==> src/rtl/vga_capture_pkg.sv <==
// Shared 640x480 timing defaults, capture FSM encodings and a saturating
// counter helper used by the VGA capture front end.
package vga_capture_pkg;

  // 640x480 @ 60 Hz frame geometry
  localparam int H_TOTAL_640  = 800;
  localparam int V_TOTAL_480  = 525;
  localparam int H_ACTIVE_640 = 640;
  localparam int V_ACTIVE_480 = 480;

  // Capture FSM encodings
  localparam logic [1:0] ST_SEARCH  = 2'd0;
  localparam logic [1:0] ST_MEASURE = 2'd1;
  localparam logic [1:0] ST_LOCKED  = 2'd2;

  localparam logic [9:0] CNT_MAX = 10'd1023;

  // All timing counters stick at CNT_MAX instead of wrapping, so a missing
  // sync pulse can never masquerade as a short, valid-looking interval.
  function automatic logic [9:0] sat_inc(input logic [9:0] v);
    return (v == CNT_MAX) ? CNT_MAX : v + 10'd1;
  endfunction

endpackage

==> src/rtl/vga_sync_edge.sv <==
// Input register stage for the VGA sink plus falling-edge detection of the
// (registered) sync lines.
//   pclk, reset         : pixel clock, async active-high reset
//   hsync, vsync        : raw active-low syncs
//   valid, rgb, err_clr : raw active-video flag, colour, error clear
//   valid_r, rgb_r, err_clr_r : registered copies
//   hs_fall, vs_fall    : one-cycle pulses, aligned with the registered data
module vga_sync_edge
  import vga_capture_pkg::*;
(
  input  logic        pclk,
  input  logic        reset,
  input  logic        hsync,
  input  logic        vsync,
  input  logic        valid,
  input  logic [23:0] rgb,
  input  logic        err_clr,
  output logic        valid_r,
  output logic [23:0] rgb_r,
  output logic        err_clr_r,
  output logic        hs_fall,
  output logic        vs_fall
);

  logic        hs_q, hs_d, hs_prev_q, hs_prev_d;
  logic        vs_q, vs_d, vs_prev_q, vs_prev_d;
  logic        valid_q, valid_d, clr_q, clr_d;
  logic [23:0] rgb_q, rgb_d;

  always_comb begin
    hs_d      = hsync;
    vs_d      = vsync;
    hs_prev_d = hs_q;
    vs_prev_d = vs_q;
    valid_d   = valid;
    rgb_d     = rgb;
    clr_d     = err_clr;
  end

  // Sync registers idle high so that reset release is not seen as a fall.
  always_ff @(posedge pclk or posedge reset) begin
    if (reset) begin
      hs_q      <= 1'b1;
      hs_prev_q <= 1'b1;
      vs_q      <= 1'b1;
      vs_prev_q <= 1'b1;
      valid_q   <= 1'b0;
      rgb_q     <= '0;
      clr_q     <= 1'b0;
    end else begin
      hs_q      <= hs_d;
      hs_prev_q <= hs_prev_d;
      vs_q      <= vs_d;
      vs_prev_q <= vs_prev_d;
      valid_q   <= valid_d;
      rgb_q     <= rgb_d;
      clr_q     <= clr_d;
    end
  end

  assign valid_r   = valid_q;
  assign rgb_r     = rgb_q;
  assign err_clr_r = clr_q;
  assign hs_fall   = hs_prev_q & ~hs_q;
  assign vs_fall   = vs_prev_q & ~vs_q;

endmodule

==> src/rtl/vga_capture.sv <==
// VGA sink: measures line/frame timing, locks after LOCK_FRAMES consecutive
// matching frames and then emits one write per active pixel.
//   pclk, reset            : pixel clock, async active-high reset
//   hsync, vsync, valid    : link syncs (active low) and active-video flag
//   vga_r/g/b              : colour channels
//   err_clr                : clears the sticky timing error
//   pix_we/x/y/data        : pixel write port, {r,g,b}
//   frame_start            : pulse per vsync fall
//   locked, err_timing     : lock status, sticky timing error
//   h_total_meas/v_total_meas : last measured line / frame length
module vga_capture
  import vga_capture_pkg::*;
#(
  parameter int H_TOTAL     = H_TOTAL_640,
  parameter int V_TOTAL     = V_TOTAL_480,
  parameter int H_ACTIVE    = H_ACTIVE_640,
  parameter int V_ACTIVE    = V_ACTIVE_480,
  parameter int LOCK_FRAMES = 2
) (
  input  logic        pclk,
  input  logic        reset,
  input  logic        hsync,
  input  logic        vsync,
  input  logic        valid,
  input  logic [7:0]  vga_r,
  input  logic [7:0]  vga_g,
  input  logic [7:0]  vga_b,
  input  logic        err_clr,
  output logic        pix_we,
  output logic [9:0]  pix_x,
  output logic [9:0]  pix_y,
  output logic [23:0] pix_data,
  output logic        frame_start,
  output logic        locked,
  output logic [9:0]  h_total_meas,
  output logic [9:0]  v_total_meas,
  output logic        err_timing
);

  localparam logic [9:0] H_TOT  = 10'(H_TOTAL);
  localparam logic [9:0] V_TOT  = 10'(V_TOTAL);
  localparam logic [9:0] H_ACT  = 10'(H_ACTIVE);
  localparam logic [9:0] V_ACT  = 10'(V_ACTIVE);
  localparam logic [2:0] LOCK_N = 3'(LOCK_FRAMES);

  logic        valid_r, clr_r, hs_fall, vs_fall;
  logic [23:0] rgb_r;

  vga_sync_edge u_sync (
    .pclk(pclk), .reset(reset), .hsync(hsync), .vsync(vsync), .valid(valid),
    .rgb({vga_r, vga_g, vga_b}), .err_clr(err_clr),
    .valid_r(valid_r), .rgb_r(rgb_r), .err_clr_r(clr_r),
    .hs_fall(hs_fall), .vs_fall(vs_fall)
  );

  logic [1:0]  state_q, state_d;
  logic [2:0]  good_q, good_d;
  logic [9:0]  h_cnt_q, h_cnt_d, l_cnt_q, l_cnt_d;
  logic [9:0]  x_cnt_q, x_cnt_d, y_cnt_q, y_cnt_d;
  logic [9:0]  h_meas_q, h_meas_d, v_meas_q, v_meas_d;
  logic        line_bad_q, line_bad_d;
  logic        pix_we_q, pix_we_d;
  logic [9:0]  pix_x_q, pix_x_d, pix_y_q, pix_y_d;
  logic [23:0] pix_data_q, pix_data_d;
  logic        frame_start_q, frame_start_d, locked_q, locked_d, err_q, err_d;
  logic [9:0]  h_len;
  logic        h_bad, frame_ok, err_now;

  always_comb begin
    h_len = sat_inc(h_cnt_q);
    h_bad = hs_fall & (h_len != H_TOT);
    // The line closed by a simultaneous hsync fall still belongs to the
    // frame that this vsync fall is closing.
    frame_ok = (l_cnt_q == V_TOT) & (y_cnt_q == V_ACT) & ~line_bad_q & ~h_bad;

    h_cnt_d    = hs_fall ? 10'd0 : sat_inc(h_cnt_q);
    h_meas_d   = hs_fall ? h_len : h_meas_q;
    v_meas_d   = vs_fall ? l_cnt_q : v_meas_q;
    line_bad_d = vs_fall ? 1'b0 : (line_bad_q | h_bad);
    x_cnt_d    = hs_fall ? 10'd0 : (valid_r ? sat_inc(x_cnt_q) : x_cnt_q);

    l_cnt_d = l_cnt_q;
    if (vs_fall)      l_cnt_d = {9'd0, hs_fall};
    else if (hs_fall) l_cnt_d = sat_inc(l_cnt_q);

    y_cnt_d = y_cnt_q;
    if (vs_fall)                       y_cnt_d = 10'd0;
    else if (hs_fall && x_cnt_q != '0) y_cnt_d = sat_inc(y_cnt_q);

    state_d = state_q;
    good_d  = good_q;
    err_now = 1'b0;
    case (state_q)
      ST_SEARCH: begin
        if (vs_fall) begin
          state_d = ST_MEASURE;
          good_d  = '0;
        end
      end
      ST_MEASURE: begin
        if (vs_fall) begin
          if (frame_ok) begin
            good_d = good_q + 3'd1;
            if (good_d == LOCK_N) state_d = ST_LOCKED;
          end else begin
            good_d = '0;
          end
        end
      end
      ST_LOCKED: begin
        // h_cnt_q >= 1022 without a fall means h_cnt reaches 1023 this edge
        err_now = h_bad
                | (~hs_fall & (h_cnt_q >= CNT_MAX - 10'd1))
                | (~hs_fall & valid_r & (x_cnt_q >= H_ACT))
                | (vs_fall & ((l_cnt_q != V_TOT) | (y_cnt_q != V_ACT)));
        if (err_now) begin
          state_d = ST_MEASURE;
          good_d  = '0;
        end
      end
      default: state_d = ST_SEARCH;
    endcase

    pix_we_d = (state_q == ST_LOCKED) & valid_r & (x_cnt_q < H_ACT)
             & (y_cnt_q < V_ACT) & ~err_now;
    pix_x_d    = pix_we_d ? x_cnt_q : pix_x_q;
    pix_y_d    = pix_we_d ? y_cnt_q : pix_y_q;
    pix_data_d = pix_we_d ? rgb_r : pix_data_q;

    frame_start_d = vs_fall;
    locked_d      = (state_d == ST_LOCKED);
    err_d         = err_now | (err_q & ~clr_r);  // set wins over clear
  end

  always_ff @(posedge pclk or posedge reset) begin
    if (reset) begin
      state_q       <= ST_SEARCH;
      good_q        <= '0;
      h_cnt_q       <= '0;
      l_cnt_q       <= '0;
      x_cnt_q       <= '0;
      y_cnt_q       <= '0;
      h_meas_q      <= '0;
      v_meas_q      <= '0;
      line_bad_q    <= 1'b0;
      pix_we_q      <= 1'b0;
      pix_x_q       <= '0;
      pix_y_q       <= '0;
      pix_data_q    <= '0;
      frame_start_q <= 1'b0;
      locked_q      <= 1'b0;
      err_q         <= 1'b0;
    end else begin
      state_q       <= state_d;
      good_q        <= good_d;
      h_cnt_q       <= h_cnt_d;
      l_cnt_q       <= l_cnt_d;
      x_cnt_q       <= x_cnt_d;
      y_cnt_q       <= y_cnt_d;
      h_meas_q      <= h_meas_d;
      v_meas_q      <= v_meas_d;
      line_bad_q    <= line_bad_d;
      pix_we_q      <= pix_we_d;
      pix_x_q       <= pix_x_d;
      pix_y_q       <= pix_y_d;
      pix_data_q    <= pix_data_d;
      frame_start_q <= frame_start_d;
      locked_q      <= locked_d;
      err_q         <= err_d;
    end
  end

  assign pix_we       = pix_we_q;
  assign pix_x        = pix_x_q;
  assign pix_y        = pix_y_q;
  assign pix_data     = pix_data_q;
  assign frame_start  = frame_start_q;
  assign locked       = locked_q;
  assign h_total_meas = h_meas_q;
  assign v_total_meas = v_meas_q;
  assign err_timing   = err_q;

endmodule

==> config.mk <==
export PLATFORM = sky130hd
export DESIGN_NAME = vga_capture
export DESIGN_NICKNAME = d
export VERILOG_FILES = /design/src/rtl/vga_capture_pkg.sv /design/src/rtl/vga_sync_edge.sv /design/src/rtl/vga_capture.sv
export SDC_FILE = /design/constraint.sdc
export NUM_CORES = 1
export LEC_CHECK = 0
export BUFFER_PORTS_ARGS = -buffer_cell sky130_fd_sc_hd__buf_4
export CAP_MARGIN = 20
export CORE_MARGIN = 5
export CORE_UTILIZATION = 30
export DETAILED_ROUTE_END_ITERATION = 8
export PLACE_DENSITY_LB_ADDON = 0.3
export SYNTH_ARGS = -nofsm -noshare
export SYNTH_HDL_FRONTEND = slang
export SYNTH_SLANG_ARGS = --single-unit
export TNS_END_PERCENT = 1
==> constraint.sdc <==
create_clock -name pclk -period 5.2 [get_ports pclk]
set_clock_uncertainty 0.05 [all_clocks]
set_input_delay 0 -clock pclk [delete_from_list [all_inputs] [get_ports pclk]]
set_output_delay 0 -clock pclk [all_outputs]
set_load 0.02 [all_outputs]
# Word-level counts from Yosys, hierarchy flattened
# Cells that the tools add are included.
totals:
  latchBits: 0
  ramBits: 0
  reg_bits: 144
  mem_bits_ro: 0
  in_bits: 30
  word_cells: 108
  n_memories: 0
  out_inout_bits: 68
classes:
  order_cmp: 4
  n_div: 0
  add_sub_neg: 5
  n_bitwise: 28
  reduce_logical: 8
  mul: 0
  muxes: 24
  shifts: 0
  n_eq_ne: 16
ops:
  columns: ["op", "n"]
  rows:
  - ["10-bit 2-to-1 mux", 11]
  - ["10-bit equality test, second input constant", 5]
  - ["10-bit by 1-bit adder with 10-bit output, second input constant", 4]
  - ["10-bit greater-or-equal comparator, second input constant", 2]
  - ["10-bit != test, second input constant", 2]
  - ["1-bit bitwise AND", 15]
  - ["3-bit 2-to-1 mux", 4]
  - ["10-bit by 9-bit equality test with 1-bit output, second input constant", 1]
  - ["10-bit < comparator, second input constant", 1]
  - ["10-bit by 9-bit < comparator with 1-bit output, second input constant", 1]
  - ["2-bit 2-to-1 mux", 5]
  - ["10-bit by 9-bit != test with 1-bit output, second input constant", 1]
  - ["10-bit nonzero test", 1]
  - ["3-bit one-hot mux with 3 select lines", 1]
  - ["1-bit inverter", 7]
  - ["2-bit != test, second input constant", 3]
  - ["1-bit OR", 6]
  - ["2-bit one-hot mux with 3 select lines", 1]
  - ["2-bit nonzero test", 3]
  - ["2-bit equality test, second input constant", 2]
  - ["4-bit AND reduction", 1]
  - ["3-bit by 1-bit adder with 3-bit output, second input constant", 1]
  - ["3-bit by 2-bit equality test with 1-bit output, second input constant", 1]
  - ["3-bit nonzero test", 1]
  - ["other kinds (4)", 5]

# Longest topological paths before layout
# Gate-level depths: netlist of the first run.
depth:
  depth_word: 10
  mapped_depth: 9
  mapped_depth_nobuf: 8

# Modules after synthesis
# Synthesis of the first run repeated with hierarchy kept, for this count alone.
unflattened:
  hier_cells: 505
  area_unflattened_um2: 6192.2
modules_own_cells:
  columns: ["module", "seq_area_each_um2", "area_per_inst_um2", "cells_per_inst", "instances"]
  rows:
  - ["vga_capture", 2852.7, 5405.2, 472, 1]
  - ["vga_sync_edge", 755.7, 787.0, 33, 1]

# Least setup slack after synthesis of the first run
# Ideal clock, no wire load.
synth_path:
  kind: "reg-to-reg"
  from: "reg h_cnt_q[0]"
  to: "reg pix_data_q[12] (netlist: pix_data[12])"
  arrival_ns: 2.410
  path_buffers: 1
  synth_period_minus_slack_ns: 2.585
  slack_ns: 2.615
  stages_incl_launch_ff: 9
  setup_ns: 0.125
  t_required_ns: 5.025
  path_cell_list: "dfrtp_1 > ha_1 > nand3_1 > nor2_1 > o31ai_1 > o221ai_2 > nor3_4 > buf_6 > mux2_2"
synth_between:
  elab_chain_cells: 10
  word_cells_on_any_way: 13
  classes_between: "add/sub: 1; order compare: 1; eq/ne: 2; mux: 2; bitwise: 7"
synth_lines:
  columns: ["item", "line", "text"]
  rows:
  - ["from (decl)", "vga_capture.sv:58", "logic [9:0] h_cnt_q, h_cnt_d, l_cnt_q, l_cnt_d;"]
  - ["from (signal assigned)", "vga_capture.sv:156", "h_cnt_q <= h_cnt_d;"]
  - ["10-bit by 1-bit adder with 10-bit output or 10-bit equality test (tied branches)", "vga_capture_pkg.sv:21", "return (v == CNT_MAX) ? CNT_MAX : v + 10'd1;"]
  - ["10-bit 2-to-1 mux", "vga_capture_pkg.sv:21", null]
  - ["10-bit != test", "vga_capture.sv:71", "h_bad = hs_fall & (h_len != H_TOT);"]
  - ["1-bit bitwise AND", "vga_capture.sv:71", null]
  - ["1-bit OR (*)", "vga_capture.sv:113", "| (~hs_fall & (h_cnt_q >= CNT_MAX - 10'd1))"]
  - ["1-bit OR (*)", "vga_capture.sv:114", "| (~hs_fall & valid_r & (x_cnt_q >= H_ACT))"]
  - ["1-bit OR (*)", "vga_capture.sv:115", "| (vs_fall & ((l_cnt_q != V_TOT) | (y_cnt_q != V_ACT)));"]
  - ["1-bit 2-to-1 mux (*)", "vga_capture.sv:93", "case (state_q)"]
  - ["1-bit inverter (*)", "vga_capture.sv:125", "& (y_cnt_q < V_ACT) & ~err_now;"]
  - ["1-bit bitwise AND (*)", "vga_capture.sv:125", null]
  - ["to (signal assigned)", "vga_capture.sv:166", "pix_data_q <= pix_data_d;"]
  - ["to (decl)", "vga_capture.sv:64", "logic [23:0] pix_data_q, pix_data_d;"]
# Every way passes the cells marked *; elsewhere a longest branch is shown, timed or not.
# A chain may end at the register's enable or synchronous reset.

# Worst setup path after layout of the first run
layout_path:
  from: "reg u_sync.hs_q (netlist: u_sync.hs_prev_d)"
  to: "reg pix_data_q[5] (netlist: pix_data[5])"
layout_between:
  elab_chain_cells: 10
  word_cells_on_any_way: 13
  classes_between: "mux: 1; bitwise: 12"
layout_lines:
  columns: ["item", "line", "text"]
  rows:
  - ["from (decl)", "vga_sync_edge.sv:25", "logic hs_q, hs_d, hs_prev_q, hs_prev_d;"]
  - ["from (signal assigned)", "vga_sync_edge.sv:51", "hs_q <= hs_d;"]
  - ["1-bit inverter (*)", "vga_sync_edge.sv:64", "assign hs_fall = hs_prev_q & ~hs_q;"]
  - ["1-bit bitwise AND (*)", "vga_sync_edge.sv:64", null]
  - ["1-bit inverter", "vga_capture.sv:113, vga_capture.sv:114", null]
  - ["1-bit bitwise AND (on tied branches)", "vga_capture.sv:113, vga_capture.sv:114", null]
  - ["1-bit OR or 1-bit bitwise AND (tied branches)", "vga_capture.sv:113, vga_capture.sv:114", null]
  - ["1-bit OR (*)", "vga_capture.sv:114", null]
  - ["1-bit OR (*)", "vga_capture.sv:115", null]
  - ["1-bit 2-to-1 mux (*)", "vga_capture.sv:93", null]
  - ["1-bit inverter (*)", "vga_capture.sv:125", null]
  - ["1-bit bitwise AND (*)", "vga_capture.sv:125", null]
# Marks and branches as above.

==> results of run 1 <==
-- what timing repair did --
action | in CTS | in global routing
hold buffers | 29 | 0
hold endpoints to repair | 118 | 0
setup endpoints to repair | 0 | 0
-- cell type report --
| class | instances | share of cell area, % |
|---|---|---|
| Sequential cell | 144 | 46.4 |
| Multi-Input combinational cell | 335 | 28.3 |
| Timing Repair Buffer | 129 | 13.4 |
| Clock buffer | 23 | 6.14 |
| Tap cell | 265 | 4.26 |
| Inverter | 15 | 0.788 |
| Clock inverter | 8 | 0.740 |
| Antenna cell | 1 | 0.0322 |
-- worst max path at each step --
stage                           from      endpoint  slack (ns)  cells after the start
floorplan                      reset    err_timing        1.29                      1
global placement    u_sync.hs_prev_d      pix_x[8]        1.99                      7
detailed placement  u_sync.hs_prev_d  pix_data[21]        1.90                      7
CTS                 u_sync.hs_prev_d  pix_data[21]        1.88                      7
global route        u_sync.hs_prev_d   pix_data[5]        1.73                      7
finish              u_sync.hs_prev_d   pix_data[5]        1.92                      7
-- placed cells by master (no fill, tap or decap), drive strengths merged, types with 16 or more instances in the layout --
master,n
nand2,52
inv,16
buf,100
clkbuf,23
dlygate4sd3,29
mux2,45
a21oi,21
o21ai,36
dfrtp,140
nand3,21
nor2,38
-- power breakdown --
| part | total [mW] | internal, mW | switching, mW |
|---|---|---|---|
| Clock | 1.09 | 0.645 | 0.448 |
| Sequential | 1.24 | 1.18 | 0.0590 |
| Combinational | 0.243 | 0.105 | 0.138 |
-- kinds of logic after synthesis --
group / count (synthesis) / synth area share (%)
buf+inv: 35 / 2.74
compound gates: 98 / 10.2
fa+ha+maj: 10 / 2.10
simple gates: 172 / 14.5
flops: 144 / 60.4
xor+xnor: 6 / 0.880
mux: 49 / 9.16
-- through the flow --
step / std cells / util (%) / setup slack (ns) / area, sq um
final: 920 / 39.9 / 1.92 / 7780
after global routing: 919 / 39.8 / 1.73 / 7780
after CTS: 919 / 39.8 / 1.88 / 7780
after detailed placement: 859 / 35.6 / 1.90 / 6950
after global placement: 859 / 35.6 / 1.99 / 6950
after floorplan: 514 / - / 1.29 / 5970
-- routing by layer --
| metal | up-vias | share of wire (%) | global-route usage, % | routed length [um] |
|---|---|---|---|---|
| met4 | 0 | 2.3 | 5.76 | 314 |
| met2 | 92 | 49 | 19.5 | 6690 |
| li1 | 2072 | - | - | - |
| met3 | 23 | 4.6 | 3.29 | 624 |
| met1 | 2161 | 44 | 15.6 | 5940 |
| met5 | - | 0 | 0 | 0 |
==> flow_summary.toml, run 1 <==
[outcome]
outcome = "complete, no violations"

[setup_path]
reg2reg_depth = 7
path_class = "register to register"
crit_path_max_incr_delay_ns = 0.77
r2r_slack_ns = 1.92
crit_required_ns = 5.44
worstPathCellList = "nand2b_1 -> a311oi_1 -> a31oi_1 -> o221ai_2 -> nor3_4 -> buf_4 -> mux2_2"
arrival_ns = 3.53
r2r-start = "u_sync.hs_prev_d"
slowest_stage = "nand2b_1"
critPathMaxFanout = 45
path_delay_family = "simple AND/OR/NAND/NOR gates"
crit_path_start_kind = "register"
critical_path_buf_inv_count = 1
rr_endpoint = "pix_data[5]"
cp-end-kind = "register"

[clocking]
clock-root-buffer = "clkbuf_16"
post_cts_buffers = 0
clkTransAtPathRegs_ns = 0.06
clock_path_buffers = 2
clk_latency_ns = 0.41
h-tree-depth = 4
cts_sinks = 144
cts_tree = "built"
cts_resized = 0
numCtsBuffers = 17

[sta]
rsz0062_at_grt = "no"
max_slew_margin_pct = 33.3
fin_tns_setup_ns = 0
fmax_mhz = 305
hold_viol_final = 0
post-route-period-util_pct = 63.1
fin_hold_ws_ns = 0.183
tightest_slew_ns = 1.00
min_period_ns = 3.28
setup_viol = 0
slew_viol_final = 0

[floorplanning]
start_util_pct = 30.6
die-area_sq_um = 22800
ios = 98
fp.dieH_um = 151
num_rows = 51
fp.coreArea_sq_um = 19500
die_w_um = 151

[synth]
ys_seq_elements = 144
netlist_instances = 514
synth-edff-count = 0
ys_warn_count = 0
yosysTopAreaCellShare_pct = 58.7
synth-seq-area-share_pct = 60.4
ys_types = 54
ys_top_cells_by_count = "dfrtp_1, nand2_1, mux2_2, nor2_1, o21ai_0"
synth-async-reset-ratio_pct = 100
yosys.area.top_type = "dfrtp_1"
synth_flop_cell = "dfrtp_1"
yosysMostFrequentCell = "dfrtp_1"
syn_area_sq_um = 5970
syn-num-nets = 554
synthTopCellsByArea = "dfrtp_1, mux2_2, nand2_1"
avgSynthCellArea_sq_um = 11.6

[placed_design]
gp_congestion = 0.888
dp_hpwl_um = 9060
io_buffers = 97

[routing]
drc = 0
dr.pass1.iters = 5
routed_wl_um = 13600
first_iter_violations = 410
antenna_left = 0
vias_per_cell = 4.73
vias = 4348
routedWlPerCell_um = 14.7

[layout]
fin_nets = 682
layout-drive-gt1-share_pct = 27.1
multiInputGateArea_sq_um = 2200
areaGrowthSynthToFinish_pct = 30.3
fillers = 1897
seq_area_sq_um = 3610

[power_and_ir_drop]
ir_worst_vdd_mv = 0.213
power_mw = 2.57
power.density_nw_per_um2 = 330
p_leak_nw = 3.71

[global_route]
grt_pass1_wl_um = 22400
grt_antenna_before_repair = 0
grt_max_degree = 92
grt_pass1_vias = 4444
grt_util_all_layers_pct = 12.3
grt-ovfl-total = 0

[hold_path]
hp-start = "vga_b[1]"
hold_depth = 2
holdPathEnd = "u_sync.rgb_r[1]"
hold_path_class = "primary input to register"

[flow_run]
maxCapViolations = 0
No activity file was read; power rests on OpenSTA's default activity.
==> run 2, diff against run 1 <==
==> constraint.sdc (replaced) <==
create_clock -name pclk -period 2.9 [get_ports pclk]
set_clock_uncertainty 0.05 [all_clocks]
set_input_delay 0 -clock pclk [delete_from_list [all_inputs] [get_ports pclk]]
set_output_delay 0 -clock pclk [all_outputs]
set_load 0.02 [all_outputs]
==> run 2 against run 1 <==
Net effect:
- utilization grew 1.1 points
- maximum frequency grew 19%
- wire length grew 3.9%
- sequential share of layout area shrank 1.2 points
- clock-buffer cell count shrank 4
- total power grew 89%
- critical path type unchanged
- critical endpoint is now pix_x[9]
- largest cell class unchanged
- largest power group unchanged
- highest routed layer unchanged
==> flow_summary.toml, run 2 (same netlist as run 1, synthesis figures left out) <==
[outcome]
outcome = "complete, no violations"

[sta]
slew_viol_final = 0
tightest_slew_ns = 0.609
post-route-period-util_pct = 94.9
max_slew_margin_pct = 59.3
fin_tns_setup_ns = 0
fin_hold_ws_ns = 0.161
hold_viol_final = 0
fmax_mhz = 363
min_period_ns = 2.75
setup_viol = 0

[setup_path]
cp-end-kind = "register"
slowest_stage = "dfrtp_1"
critical_path_buf_inv_count = 1
crit_path_max_incr_delay_ns = 0.46
path_class = "register to register"
crit_required_ns = 3.16
worstPathCellList = "ha_1 -> nand3_1 -> nor2_2 -> o211a_1 -> o221ai_2 -> nor3_4 -> clkbuf_16 -> mux2_2"
crit_path_start_kind = "register"
path_delay_family = "simple AND/OR/NAND/NOR gates"
critPathMaxFanout = 22
arrival_ns = 3.01

[floorplanning]
fp.dieH_um = 151
start_util_pct = 30.6
die-area_sq_um = 22800
ios = 98
fp.coreArea_sq_um = 19500
num_rows = 51
die_w_um = 151

[power_and_ir_drop]
p_comb_share_pct = 9.6
power_mw = 4.87
p_int_mw = 3.62
ir_worst_vdd_mv = 0.396
p_sw_mw = 1.25
p_sw_share_pct = 25.6
power.density_nw_per_um2 = 609
clockPowerShare_pct = 44.8
seqPwrFrac_pct = 45.5
p_leak_nw = 3.82

[placed_design]
dp_cells = 869
gp_congestion = 0.904
dp_hpwl_um = 9610
io_buffers = 97

[global_route]
grt_pass1_wl_um = 23100
grt_max_degree = 46
grt-ovfl-total = 0
grt_util_all_layers_pct = 12.7
grt_antenna_before_repair = 0
grt_pass1_vias = 4552

[routing]
routedWlPerCell_um = 15.1
vias_per_cell = 4.81
dr.pass1.iters = 5
vias = 4478
antenna_left = 0
drc = 0
routed_wl_um = 14100
first_iter_violations = 313

[layout]
final_common_cell = "dfrtp_1"
fin_util_pct = 41.0
fillers = 1887
layout-drive-gt1-share_pct = 29.1
most-common-layout-cells = "dfrtp_1, buf_4, nand2_1"
fin_nets = 693
finalNonFillerCells = 931
n_antenna_cell = 0
areaGrowthSynthToFinish_pct = 33.9

[clocking]
cts_tree = "built"
h-tree-depth = 4
clkTransAtPathRegs_ns = 0.06
cts_sinks = 144
clk_latency_ns = 0.42
post_cts_buffers = 0
numCtsBuffers = 17
clock_path_buffers = 2
clock-root-buffer = "clkbuf_16"

[hold_path]
hold_path_class = "primary input to asynchronous set/reset pin"

[flow_run]
maxCapViolations = 0
## run 2: cell types whose count changed in the layout (fill, tap and decap cells not counted), sizes merged
cell / delta
bufinv: +2
clkbuf: -3
buf: +10
diode: -1
clkinvlp: -1
inv: +3
clkinv: +1
## run 2: stage by stage
stage / instance area, sq um / setup WS, ns
6_report: 8000 / 0.147
5_1_grt: 8000 / -0.0242
4_1_cts: 7960 / 0.115
3_5_place_dp: 7080 / 0.139
3_3_place_gp: 7060 / 0.264
2_1_floorplan: 5980 / 0.315
## run 2: layout make-up
type | count | area (sq um) | area share [%]
clock buffer | 19 | 443 | 5.54
clock inverter | 13 | 153 | 1.91
inverter | 15 | 60.1 | 0.751
multi-input combinational | 335 | 2210 | 27.6
sequential | 144 | 3610 | 45.1
tap | 265 | 332 | 4.15
timing repair buffer | 140 | 1190 | 14.9
## run 2: final timing paths
kind | depth (start not counted) | slack [ns] | end | from
max in group asynchronous | 4 | 2.00 | u_sync.vs_prev_d | reset
worst min-delay path | 3 | 0.16 | u_sync.rgb_r[18] | reset
worst min register to register | 0 | 0.31 | u_sync.vs_prev_q | u_sync.vs_prev_d
worst max-delay path | 8 | 0.15 | pix_x[9] | h_cnt_q[1]
worst max register to register | 8 | 0.15 | pix_x[9] | h_cnt_q[1]
min in group pclk | 2 | 0.17 | u_sync.rgb_r[1] | vga_b[1]
## run 2: routing by layer
layer	global-route usage [%]	up-vias	share of wire [%]
met4	3.99	0	1.3
met1	16.5	2233	45
met2	20.5	114	49
met5	0	-	0
li1	-	2112	-
met3	3.89	19	4.8
## run 2: power groups by stage
stage | registers [mW] | clock network (mW) | logic (mW)
final | 2.22 | 2.18 | 0.469
after detailed placement | 2.25 | 0 | 0.440
after global routing | 2.23 | 2.34 | 0.524
after global placement | 2.24 | 0 | 0.426
after CTS | 2.22 | 2.24 | 0.477
after floorplan | 2.24 | 0 | 0.258
## run 2: timing repair
item                       in CTS  in global routing
setup endpoints to repair       0                 44
hold buffers                   29                  0
gates resized for setup         0                  3
hold endpoints to repair       47                  0
## run 2: worst register-to-register path, cell delays in order (launching register included)
cell and delay [ns]:
dfrtp_1 0.46, ha_1 0.29, nand3_1 0.22, nor2_2 0.25, o211a_1 0.21, o221ai_2 0.21
nor3_4 0.35, clkbuf_16 0.27, mux2_2 0.35
==> run 3, diff against run 2 <==
--- a/config.mk
+++ b/config.mk
@@ -10,7 +10,7 @@
 export CORE_MARGIN = 5
 export CORE_UTILIZATION = 30
 export DETAILED_ROUTE_END_ITERATION = 8
-export PLACE_DENSITY_LB_ADDON = 0.3
+export PLACE_DENSITY_LB_ADDON = 0.1
 export SYNTH_ARGS = -nofsm -noshare
 export SYNTH_HDL_FRONTEND = slang
 export SYNTH_SLANG_ARGS = --single-unit
==> run 3 against run 2 <==
Net effect:
- largest cell class unchanged
- cell area fell by 0.13%
- wire length fell by 2.1%
- critical path type unchanged
- combinational power is 2% lower
- highest routed layer unchanged
==> flow_summary.toml, run 3 (same netlist as run 1, synthesis figures left out) <==
[floorplanning]
die_w_um = 151
fp.coreArea_sq_um = 19500
num_rows = 51
start_util_pct = 30.6
die-area_sq_um = 22800
fp.dieH_um = 151
ios = 98

[layout]
areaGrowthSynthToFinish_pct = 33.8
finalNonFillerCells = 930
n_antenna_cell = 0
layout-drive-gt1-share_pct = 28.7
final_common_cell = "dfrtp_1"
most-common-layout-cells = "dfrtp_1, buf_4, nand2_1"
fin_nets = 692

[setup_path]
worstPathCellList = "nand3_2 -> or3_1 -> a31oi_1 -> o221ai_2 -> nor3_4 -> buf_12 -> mux2_1"
crit_path_max_incr_delay_ns = 0.49
critPathMaxFanout = 45
crit_required_ns = 3.15
reg2reg_depth = 7
path_class = "register to register"
crit_path_start_kind = "register"
slowest_stage = "dfrtp_1"
cp-end-kind = "register"
arrival_ns = 2.90

[clocking]
clock_path_buffers = 2
clkTransAtPathRegs_ns = 0.07
cts_tree = "built"
h-tree-depth = 4
numCtsBuffers = 17
clk_latency_ns = 0.42
clock-root-buffer = "clkbuf_16"
cts_sinks = 144

[sta]
setup_viol = 0
post-route-period-util_pct = 91.3
slew_viol_final = 0
tightest_slew_ns = 0.700
rsz0062_at_grt = "no"
fmax_mhz = 377
max_slew_margin_pct = 52.9
fin_tns_setup_ns = 0
hold_viol_final = 0
min_period_ns = 2.65

[hold_path]
hold_path_class = "primary input to register"
hold_depth = 2

[routing]
routed_wl_um = 13800
first_iter_violations = 365
dr.pass1.iters = 7
vias_per_cell = 4.78
routedWlPerCell_um = 14.8
antenna_left = 0
drc = 0
vias = 4448

[global_route]
grt_util_all_layers_pct = 12.7
grt-ovfl-total = 0
grt_antenna_before_repair = 0
grt_pass1_wl_um = 23000
grt_max_degree = 55
grt_pass1_vias = 4519

[outcome]
outcome = "complete, no violations"

[power_and_ir_drop]
power_mw = 4.91
ir_worst_vdd_mv = 0.328
p_leak_nw = 3.82
power.density_nw_per_um2 = 614

[placed_design]
io_buffers = 97
dp_cells = 867
gp_congestion = 0.854
dp_hpwl_um = 9380

[flow_run]
maxCapViolations = 0
[run 3: through the flow]
step                      hold WS (ns)  cell area [sq um]  util [%]  worst slack [ns]
after global placement          0.0592               7050      36.1             0.227
after global routing             0.150               7990      40.9            0.0518
after floorplan                -0.0455               5980         -             0.315
after detailed placement        0.0606               7050      36.1             0.134
after CTS                        0.143               7940      40.7             0.112
final                            0.166               7990      40.9             0.251
[run 3: final timing paths]
check | start | end | slack [ns]
min reg2reg | u_sync.vs_prev_d | u_sync.vs_prev_q | 0.32
max | h_cnt_q[2] | pix_data[10] | 0.25
min in group asynchronous | reset | pix_data[1] | 0.55
max reg2reg | h_cnt_q[2] | pix_data[10] | 0.25
min | vga_b[3] | u_sync.rgb_r[3] | 0.17
max in group asynchronous | reset | l_cnt_q[8] | 1.47
[run 3: area by class of cell]
type / count / area, sq um
Fill cell: 1897 / 11500
Sequential cell: 144 / 3610
Multi-Input combinational cell: 335 / 2220
Timing Repair Buffer: 139 / 1170
Clock buffer: 18 / 429
Tap cell: 265 / 332
Clock inverter: 14 / 169
Inverter: 15 / 60.1
[run 3: report_power, final]
| part | total (mW) | internal [mW] | switching, mW |
|---|---|---|---|
| Sequential | 2.22 | 2.11 | 0.108 |
| Clock | 2.23 | 1.30 | 0.928 |
| Combinational | 0.461 | 0.204 | 0.257 |
[run 3: critical path: cells and delay by family, from the launching register on]
kind,cells,cell delay (ns)
AOI/OAI and AO/OA,2,0.51
buffers and inverters,1,0.27
DFF,1,0.49
and+or+nand+nor,3,0.82
muxes,1,0.37
[run 3: routing by layer]
layer,global-route usage [%],share of wire (%),vias up
met1,16.4,45,2225
met5,0,0,-
li1,-,-,2114
met2,20.3,49,94
met3,3.59,4.8,15
met4,4.94,1.6,0
[run 3: what timing repair did]
item,in CTS,in global routing
gates resized for setup,0,4
endpoints found under the setup margin,0,44
buffers inserted,0,0
endpoints found under the hold margin,69,2
hold buffers,29,1
